--- src/rtl/weight_fetch_ctrl.sv ---
// weight_fetch_ctrl: burst reader for a fixed-latency weight ROM. Returned words
// land in a small FIFO that feeds a valid/ready stream, guarded by read credits.
//
// state    | meaning
// S_IDLE   | waiting for start; first read issues on the accepting edge
// S_ISSUE  | issuing reads while FIFO credit is available
// S_DRAIN  | all reads issued, waiting for the last word to be popped
// S_FINISH | one-cycle done pulse, then back to idle
module weight_fetch_ctrl #(
   parameter int RAM_WIDTH   = 8,
   parameter int RAM_DEPTH   = 1024,
   parameter int ROM_LATENCY = 2,
   parameter int FIFO_DEPTH  = 4,
   localparam int AW = $clog2(RAM_DEPTH),
   localparam int CW = AW + 1
) (
   input  logic                 clk,
   input  logic                 rst_n,
   input  logic                 start,
   input  logic [AW-1:0]        base_addr,
   input  logic [CW-1:0]        num_words,
   output logic                 busy,
   output logic                 done,
   output logic [AW-1:0]        rom_addr,
   input  logic [RAM_WIDTH-1:0] rom_data,
   output logic [RAM_WIDTH-1:0] out_data,
   output logic                 out_valid,
   input  logic                 out_ready,
   output logic                 out_last
);

   localparam int PW  = $clog2(FIFO_DEPTH);
   localparam int FCW = PW + 1;
   localparam int SW  = $clog2(FIFO_DEPTH + ROM_LATENCY + 2) + 1;

   typedef enum logic [1:0] {S_IDLE, S_ISSUE, S_DRAIN, S_FINISH} state_t;

   state_t                 r_state;
   logic [AW-1:0]          r_base;
   logic [CW-1:0]          r_num;
   logic [CW-1:0]          r_issued;
   logic [CW-1:0]          r_delivered;
   logic [ROM_LATENCY-1:0] r_tag;
   logic                   r_ret;
   logic                   r_busy;
   logic                   r_done;
   logic [AW-1:0]          r_rom_addr;
   logic [RAM_WIDTH-1:0]   r_mem [FIFO_DEPTH];
   logic [PW-1:0]          r_wr_ptr;
   logic [PW-1:0]          r_rd_ptr;
   logic [FCW-1:0]         r_count;

   logic          w_pop;
   logic          w_push;
   logic [SW-1:0] w_inflight;
   logic          w_can_issue;
   logic          w_issue;
   logic          w_start_issue;
   logic [CW-1:0] w_deliv_next;

   assign out_valid = (r_count != '0);
   assign out_data  = r_mem[r_rd_ptr];
   assign out_last  = out_valid && (r_delivered == (r_num - CW'(1)));
   assign busy      = r_busy;
   assign done      = r_done;
   assign rom_addr  = r_rom_addr;

   assign w_pop        = out_valid && out_ready;
   assign w_push       = r_ret;
   assign w_deliv_next = r_delivered + CW'(w_pop);

   // Outstanding reads include the one whose data is on rom_data right now
   // (r_ret); it is not in r_count until this edge.
   always_comb begin
      w_inflight = SW'(r_ret);
      for (int i = 0; i < ROM_LATENCY; i++) begin
         w_inflight = w_inflight + SW'(r_tag[i]);
      end
   end

   assign w_can_issue   = (SW'(r_count) + w_inflight - SW'(w_pop)) < SW'(FIFO_DEPTH);
   assign w_issue       = (r_state == S_ISSUE) && (r_issued != r_num) && w_can_issue;
   assign w_start_issue = (r_state == S_IDLE) && start && (num_words != '0);

   always_ff @(posedge clk or negedge rst_n) begin
      if (!rst_n) begin
         r_tag <= '0;
         r_ret <= 1'b0;
      end else begin
         r_tag <= (r_tag << 1) | ROM_LATENCY'(w_issue || w_start_issue);
         r_ret <= r_tag[ROM_LATENCY-1];
      end
   end

   always_ff @(posedge clk or negedge rst_n) begin
      if (!rst_n) begin
         for (int i = 0; i < FIFO_DEPTH; i++) r_mem[i] <= '0;
         r_wr_ptr <= '0;
         r_rd_ptr <= '0;
         r_count  <= '0;
      end else begin
         if (w_push) begin
            r_mem[r_wr_ptr] <= rom_data;
            r_wr_ptr        <= r_wr_ptr + PW'(1);
         end
         if (w_pop) r_rd_ptr <= r_rd_ptr + PW'(1);
         r_count <= r_count + FCW'(w_push) - FCW'(w_pop);
      end
   end

   always_ff @(posedge clk or negedge rst_n) begin
      if (!rst_n) begin
         r_state     <= S_IDLE;
         r_base      <= '0;
         r_num       <= '0;
         r_issued    <= '0;
         r_delivered <= '0;
         r_busy      <= 1'b0;
         r_done      <= 1'b0;
         r_rom_addr  <= '0;
      end else begin
         r_done      <= 1'b0;
         r_delivered <= w_deliv_next;
         case (r_state)
            S_IDLE: begin
               if (start) begin
                  r_base      <= base_addr;
                  r_num       <= num_words;
                  r_delivered <= '0;
                  if (num_words == '0) begin
                     r_issued <= '0;
                     r_done   <= 1'b1;
                     r_state  <= S_FINISH;
                  end else begin
                     r_issued   <= CW'(1);
                     r_rom_addr <= base_addr;
                     r_busy     <= 1'b1;
                     r_state    <= S_ISSUE;
                  end
               end
            end
            S_ISSUE: begin
               if (w_issue) begin
                  r_rom_addr <= r_base + r_issued[AW-1:0];
                  r_issued   <= r_issued + CW'(1);
               end
               if (r_issued == r_num) r_state <= S_DRAIN;
            end
            S_DRAIN: begin
               if (w_deliv_next == r_num) begin
                  r_busy  <= 1'b0;
                  r_done  <= 1'b1;
                  r_state <= S_FINISH;
               end
            end
            default: r_state <= S_IDLE;
         endcase
      end
   end

   a_no_overflow: assert property (@(posedge clk) disable iff (!rst_n)
      !(w_push && (r_count == FCW'(FIFO_DEPTH))));

endmodule

--- config.mk ---
export PLATFORM = sky130hd
export DESIGN_NAME = weight_fetch_ctrl
export DESIGN_NICKNAME = d
export VERILOG_FILES = /design/src/rtl/weight_fetch_ctrl.sv
export SDC_FILE = /design/constraint.sdc
export NUM_CORES = 1
export LEC_CHECK = 0
export CORE_ASPECT_RATIO = 0.6
export CORE_MARGIN = 2
export CORE_UTILIZATION = 60
export CTS_BUF_LIST = sky130_fd_sc_hd__clkbuf_2 sky130_fd_sc_hd__clkbuf_4 sky130_fd_sc_hd__clkbuf_8
export DETAILED_ROUTE_END_ITERATION = 16
export PLACE_DENSITY = 0.83
export SKIP_LAST_GASP = 1
export SYNTH_ARGS = -nofsm -noshare
export SYNTH_HDL_FRONTEND = slang
export SYNTH_SLANG_ARGS = --single-unit
--- constraint.sdc ---
create_clock -name clk -period 7.8 [get_ports clk]
set_input_delay 1.17 -clock clk [delete_from_list [all_inputs] [get_ports clk]]
set_output_delay 1.17 -clock clk [all_outputs]
set_load 0.1 [all_outputs]
==> results.md, run 1 <==
* Synthesized flop and latch total at 99
* Area taken by flip-flops and latches at 2477 um^2
* TritonCTS clock tree: built
* Peak supply drop at 0.2751 mV
* Combinational fraction of design power at 0.571
* Total of warnings raised by yosys at 0
* I/O Buffers at 54
* Net Sw Frac at 0.4996
* Largest buffer count on any clock path at 2
* Clock slew at reported path FFs at 0.09 ns
* Weighted congestion reported at the end of routability-driven placement at 0.9404
* Total Routed Length at 14040 um
* Post-cts repair resize count at 0
* DRT Pass-1 Iters at 5
* CTS root buf: sky130_fd_sc_hd__clkbuf_8
* Area of the placeable core at 9290 um^2
* Area of the mapped netlist at 5816 um^2
* Pin count of the biggest net entering global routing at 66
* Internal Dissipation at 1.548 mW
* Library cells used by synthesis at 65
* Num CTS Buffers at 9
* Cells after Synth at 575
* R2R Path End: r_issued[7]
* Mapped Nets at 636
* Power density relative to cell area at 464.9 nW/um^2
* R2r setup slk at 4.13 ns
* Total of max-cap violations at 0
* Grt total ovfl at 0
* Final setup violation count at 0
* Max Transition Viols Final at 0
* Area growth from synthesis to layout at 14.44%
* Kind of critical path: register to output port
* Number of synthesized flops with an enable pin at 0
* Syn Area/Cell at 10.11 um^2
* Final core area utilization at 0.7164
* Number of antenna violations at the first check in global routing at 0
* Instance count along the most critical hold path at 0
* Worst slew margin at 0.3393
* Core Rows at 27
* Kind of path behind the tightest hold check: register to register
* Filler cells at 655
* Most area-hungry cell type in the Yosys netlist: sky130_fd_sc_hd__dfrtp_1
* Height of the chip at 80.26 um
* DRC violation total after the first TritonRoute iteration at 470
* Fraction of final layout cells sized beyond drive strength 1 at 0.1240
* Critical Path Sink Type: output port
* Power share of the sequential group at 0.308
* Number of post-CTS setup repair buffers at 0
* CP endpoint: out_last
* FFs w/ async S/R, synth at 1.000
* Average wire length per cell after detail routing at 18.69 um
* Power after layout at 3.094 mW
* Vias/cell at 6.045
* Most numerous cell types in the synthesized netlist: 99 x sky130_fd_sc_hd__dfrtp_1, 91 x sky130_fd_sc_hd__nand2_1, 34 x sky130_fd_sc_hd__mux2_2, 32 x sky130_fd_sc_hd__nor2_1, 28 x sky130_fd_sc_hd__o21ai_0
* Routed vias at 4540
* Die Footprint at 10520 um^2
* Hold wc startpoint: r_tag[0]
* Clock latency on the worst-skew pair at 0.38 ns
* Antenna-violating nets left at 0
* Crit path DAT at 3.50 ns
* CP max FO at 6
* Critical Path RT at 6.63 ns
* Horizontal die dimension at 131.1 um
* Overall routing resource usage at 0.2843
* CTS H-Tree Depth at 3
* Sequential area share after synthesis at 0.4260
* Final period util at 0.5992
* Cell types occupying the most area after synthesis: sky130_fd_sc_hd__dfrtp_1 43%, sky130_fd_sc_hd__mux2_2 6.6%, sky130_fd_sc_hd__nand2_1 5.9%
* Number of sinks on the clock net at 99
* Final total negative setup slack at 0 ns
* Worst Tran Pin Value at 0.9880 ns
* Worst Reg-to-Reg Cells at 11
* FMAX at 214.0 MHz
* Most repeated cell in the gate-level netlist after synthesis: sky130_fd_sc_hd__dfrtp_1
* Number of global-route vias before repair at 4403
* Lkg Pwr at 2.915 nW
* Unrepaired setup endpoints after global routing: false
* Hold-fix buffer count after cts at 0
* Clk pwr share at 0.120
* Post-detailed-placement half-perimeter wirelength at 10400 um
* Top flip-flop cell by instance count after synthesis: sky130_fd_sc_hd__dfrtp_1
* Total Nets Final at 677
* Start point of the critical path: r_num[0]
* Total inserted antenna cells at 0
* Combined area of the multi-input logic cells at 3146 um^2
* Final Hold Viols at 0
* Starting utilization of the core area at 0.6260
* Synth top area share at 0.4260
* Final worst clock skew at 0.01276 ns
* Start of the worst register-to-register path: r_count[0]
* Io pins at 55
* Global-route wire length before repair at 22990 um
* Net load switching power at 1.546 mW
* Minimum clock period after layout at 4.674 ns
* Run status: complete, no violations
* Critical path startpoint category: register
* DRC viols at 0
-- state kept, by name, indices dropped and copies added, names as in the netlist, 2 cells and up --
| name | cells |
|---|---|
| r_wr_ptr | 2 |
| r_delivered | 11 |
| r_tag | 2 |
| rom_addr | 10 |
| r_count | 3 |
| r_rd_ptr | 2 |
| r_issued | 11 |
| r_num | 11 |
| r_base | 10 |
| r_state | 2 |
| r_mem | 32 |
-- worst max-delay path, cell delays in order (launching register included) --
cell	delay [ns]
sky130_fd_sc_hd__dfrtp_1	0.54
sky130_fd_sc_hd__inv_1	0.12
sky130_fd_sc_hd__ha_1	0.27
sky130_fd_sc_hd__nand2_1	0.18
sky130_fd_sc_hd__nor2_2	0.08
sky130_fd_sc_hd__mux4_2	0.34
sky130_fd_sc_hd__o21ai_0	0.09
sky130_fd_sc_hd__a221oi_1	0.31
sky130_fd_sc_hd__clkdlybuf4s50_1	1.19
-- layer usage --
layer  global-route usage  routed length [um]  vias up
li1                     -                   -     2094
met3              0.07765                1329       28
met1               0.4083                6479     2221
met5                    0                   0        -
met4              0.07935                 193        0
met2               0.4274                6036      197
-- through the flow --
step	hold slack, ns	setup WS, ns	instances	cell area, um^2
3_3_place_gp	0.3788	3.473	735	6429
6_report	0.3930	3.126	751	6655
5_1_grt	0.4025	2.913	751	6655
3_5_place_dp	0.3680	3.308	735	6429
4_1_cts	0.3864	3.135	751	6655
2_1_floorplan	0.3472	2.758	575	5816
-- worst min path at each step --
stage | end | slack, ns
detailed placement | r_tag[1] | 0.37
CTS | r_tag[1] | 0.39
floorplan | r_tag[1] | 0.35
global placement | r_tag[1] | 0.38
finish | r_tag[1] | 0.39
global route | r_tag[1] | 0.40
-- cells in the final DEF (no fill, tap or decap), types with 4 or more instances in the layout --
cell type,Yosys,routed
sky130_fd_sc_hd__clkbuf_8,0,10
sky130_fd_sc_hd__clkdlybuf4s50_1,0,53
sky130_fd_sc_hd__buf_4,0,4
sky130_fd_sc_hd__nor4_1,6,6
sky130_fd_sc_hd__ha_1,25,25
sky130_fd_sc_hd__inv_1,22,22
sky130_fd_sc_hd__nand2_1,91,91
sky130_fd_sc_hd__dfrtp_1,99,99
sky130_fd_sc_hd__nor2_1,32,32
sky130_fd_sc_hd__and3_1,7,7
sky130_fd_sc_hd__xnor2_1,25,25
sky130_fd_sc_hd__mux2i_1,15,15
sky130_fd_sc_hd__a21oi_1,24,24
sky130_fd_sc_hd__nand3_1,15,15
sky130_fd_sc_hd__or3_1,7,7
sky130_fd_sc_hd__mux2_2,34,34
sky130_fd_sc_hd__and2_1,4,4
sky130_fd_sc_hd__xor2_1,23,23
sky130_fd_sc_hd__o21ai_0,28,28
sky130_fd_sc_hd__nor2b_1,4,4
sky130_fd_sc_hd__nor3_1,9,9
sky130_fd_sc_hd__mux4_2,9,9
sky130_fd_sc_hd__nand4_1,8,8
-- power groups by stage --
stage	clock network (mW)	registers [mW]	logic [mW]
finish	0.372	0.954	1.77
detailed placement	0	0.957	1.75
floorplan	0	1.02	1.28
global route	0.397	0.986	1.89
global placement	0	0.939	1.68
CTS	0.374	0.950	1.76
-- cell type report --
| class | count | area share |
|---|---|---|
| Multi-Input combinational cell | 427 | 0.4726 |
| Sequential cell | 99 | 0.3723 |
| Timing Repair Buffer | 57 | 0.08423 |
| Tap cell | 130 | 0.02444 |
| Clock buffer | 10 | 0.02068 |
| Clock inverter | 6 | 0.01335 |
| Inverter | 22 | 0.01241 |
-- kinds of logic after synthesis --
logic type                 Yosys count  synth area share
muxes                               58            0.1265
adders and majority gates           28           0.06411
AOI/OAI and AO/OA                   90            0.1067
DFF                                 99            0.4260
and+or+nand+nor                    202            0.1685
buffers and inverters               49           0.03313
xor gates and xnor gates            49           0.07509
Note: power is estimated with default switching activity, not from simulation.
==> inputs of run 2 (changes only) <==
clock period = 4.8 ns   (was 7.8 ns; I/O delays follow)
==> results.md, run 2 (synthesized netlist as in run 1, its figures left out) <==
* Kind of critical path: input port to register
* Horizontal die dimension at 131.1 um
* Final total negative setup slack at 0 ns
* Routed vias at 4549
* Number of antenna violations at the first check in global routing at 0
* Pin count of the biggest net entering global routing at 66
* Overall routing resource usage at 0.2865
* Start point of the critical path: out_ready
* Unrepaired setup endpoints after global routing: false
* CP endpoint: r_issued[9]
* Grt total ovfl at 0
* Vias/cell at 6.057
* Fraction of final layout cells sized beyond drive strength 1 at 0.1256
* Starting utilization of the core area at 0.6260
* CP max FO at 9
* Power density relative to cell area at 743.7 nW/um^2
* Worst Tran Pin Value at 0.9891 ns
* I/O Buffers at 54
* Kind of path behind the tightest hold check: register to register
* Peak supply drop at 0.4331 mV
* Largest buffer count on any clock path at 2
* Num CTS Buffers at 9
* DRC violation total after the first TritonRoute iteration at 441
* Critical Path RT at 5.09 ns
* Final Hold Viols at 0
* TritonCTS clock tree: built
* Lkg Pwr at 2.908 nW
* R2r setup slk at 1.20 ns
* Commonest non-fill, non-tap cell in the layout: sky130_fd_sc_hd__dfrtp_1
* Post-detailed-placement half-perimeter wirelength at 10410 um
* Final worst setup slack at 1.075 ns
* Number of global-route vias before repair at 4525
* Worst slew margin at 0.3385
* Global-route wire length before repair at 23360 um
* Weighted congestion reported at the end of routability-driven placement at 0.9092
* FMAX at 268.5 MHz
* Height of the chip at 80.26 um
* Max Transition Viols Final at 0
* CTS root buf: sky130_fd_sc_hd__clkbuf_8
* Max reg flops at 32
* Final worst clock skew at 0.01288 ns
* CTS H-Tree Depth at 3
* Number of post-CTS setup repair buffers at 0
* Total of max-cap violations at 0
* Final setup violation count at 0
* Hold-fix buffer count after cts at 0
* Routed length on met2 at 6073 um
* Final period util at 0.7760
* Worst Reg-to-Reg Cells at 11
* Total instance count after detailed placement at 735
* Post-cts repair resize count at 0
* Total inserted antenna cells at 0
* DRC viols at 0
* Number of sinks on the clock net at 99
* Post-route met1 wirelength at 6389 um
* Average wire length per cell after detail routing at 18.56 um
* Register name with the most flops: r_mem
* Critical Path Sink Type: register
* Total Nets Final at 677
* Critical path startpoint category: input port
* Placed cell area at 6426 um^2
* Io pins at 55
* Clock slew at reported path FFs at 0.09 ns
* Filler cells at 662
* Highest routing layer actually used: met4
* Die Footprint at 10520 um^2
* Clock latency on the worst-skew pair at 0.37 ns
* Final std cells w/o fill at 751
* Area of the placeable core at 9290 um^2
* Min Hold Slack at 0.4045 ns
* Minimum clock period after layout at 3.725 ns
* Area growth from synthesis to layout at 13.83%
* Total Routed Length at 13940 um
* Core Rows at 27
* Most frequent cells in the layout: 99 x sky130_fd_sc_hd__dfrtp_1, 91 x sky130_fd_sc_hd__nand2_1, 52 x sky130_fd_sc_hd__clkdlybuf4s50_1
* R2R Path End: r_issued[9]
* Antenna-violating nets left at 0
* Crit path DAT at 4.02 ns
* DRT Pass-1 Iters at 5
* Run status: complete, no violations
* Worst setup slack after placement at 0.7569 ns
* Start of the worst register-to-register path: r_count[0]
* Metal3 WL at 1324 um
* Final design instance area without fill at 6620 um^2
==> run 2: cell types whose count changed in the layout (fill, tap and decap cells not counted) <==
cell / before / now
sky130_fd_sc_hd__clkdlybuf4s50_1: 53 / 52
sky130_fd_sc_hd__buf_4: 4 / 5
sky130_fd_sc_hd__bufinv_16: 2 / 0
sky130_fd_sc_hd__clkbuf_8: 10 / 12
sky130_fd_sc_hd__clkinvlp_4: 2 / 1
sky130_fd_sc_hd__clkbuf_4: 0 / 1
==> run 2: per-stage QoR <==
step,utilization,power (mW)
global placement,0.6917,4.260
detailed placement,0.6917,4.393
finish,0.7126,4.923
floorplan,-,3.728
CTS,0.7126,4.911
global route,0.7126,5.237
==> run 2: how the worst min path moves through the flow <==
stage	from	endpoint	slack [ns]	cells after the start
after floorplan	r_tag[0]	r_tag[1]	0.35	0
after global placement	r_tag[0]	r_tag[1]	0.38	0
after detailed placement	r_tag[0]	r_tag[1]	0.38	0
after CTS	r_tag[0]	r_tag[1]	0.40	0
after global routing	r_tag[0]	r_tag[1]	0.40	0
final	r_tag[0]	r_tag[1]	0.40	0
==> run 2: final cells by class <==
cell class	count	area (um^2)	area share
Inverter	22	82.58	0.01247
Clock inverter	3	21.27	0.003213
Tap cell	130	162.7	0.02457
Multi-Input combinational cell	427	3146	0.4751
Timing Repair Buffer	57	558.0	0.08429
Clock buffer	13	172.7	0.02608
Sequential cell	99	2477	0.3742
==> run 2: worst max-delay path, cell delays in order <==
cell and delay, ns:
sky130_fd_sc_hd__clkdlybuf4s50_1 0.54, sky130_fd_sc_hd__o31ai_4 0.16, sky130_fd_sc_hd__nand2_1 0.10, sky130_fd_sc_hd__nand2_1 0.07
sky130_fd_sc_hd__fa_1 0.37, sky130_fd_sc_hd__ha_1 0.27, sky130_fd_sc_hd__and3_1 0.16, sky130_fd_sc_hd__a2111o_1 0.34
sky130_fd_sc_hd__a211oi_4 0.55, sky130_fd_sc_hd__nand3_4 0.16, sky130_fd_sc_hd__or3_1 0.40, sky130_fd_sc_hd__a21oi_1 0.16
==> run 2: power breakdown <==
group	internal [mW]	leakage, nW	switching [mW]
combinational	1.03	1.58	1.82
sequential	1.17	1.23	0.382
clock	0.237	0.0991	0.281
==> run 2: layer usage <==
layer	track usage	vias up
li1	-	2101
met1	0.4095	2233
met2	0.4332	197
met3	0.08333	18
met4	0.07174	0
met5	0	-
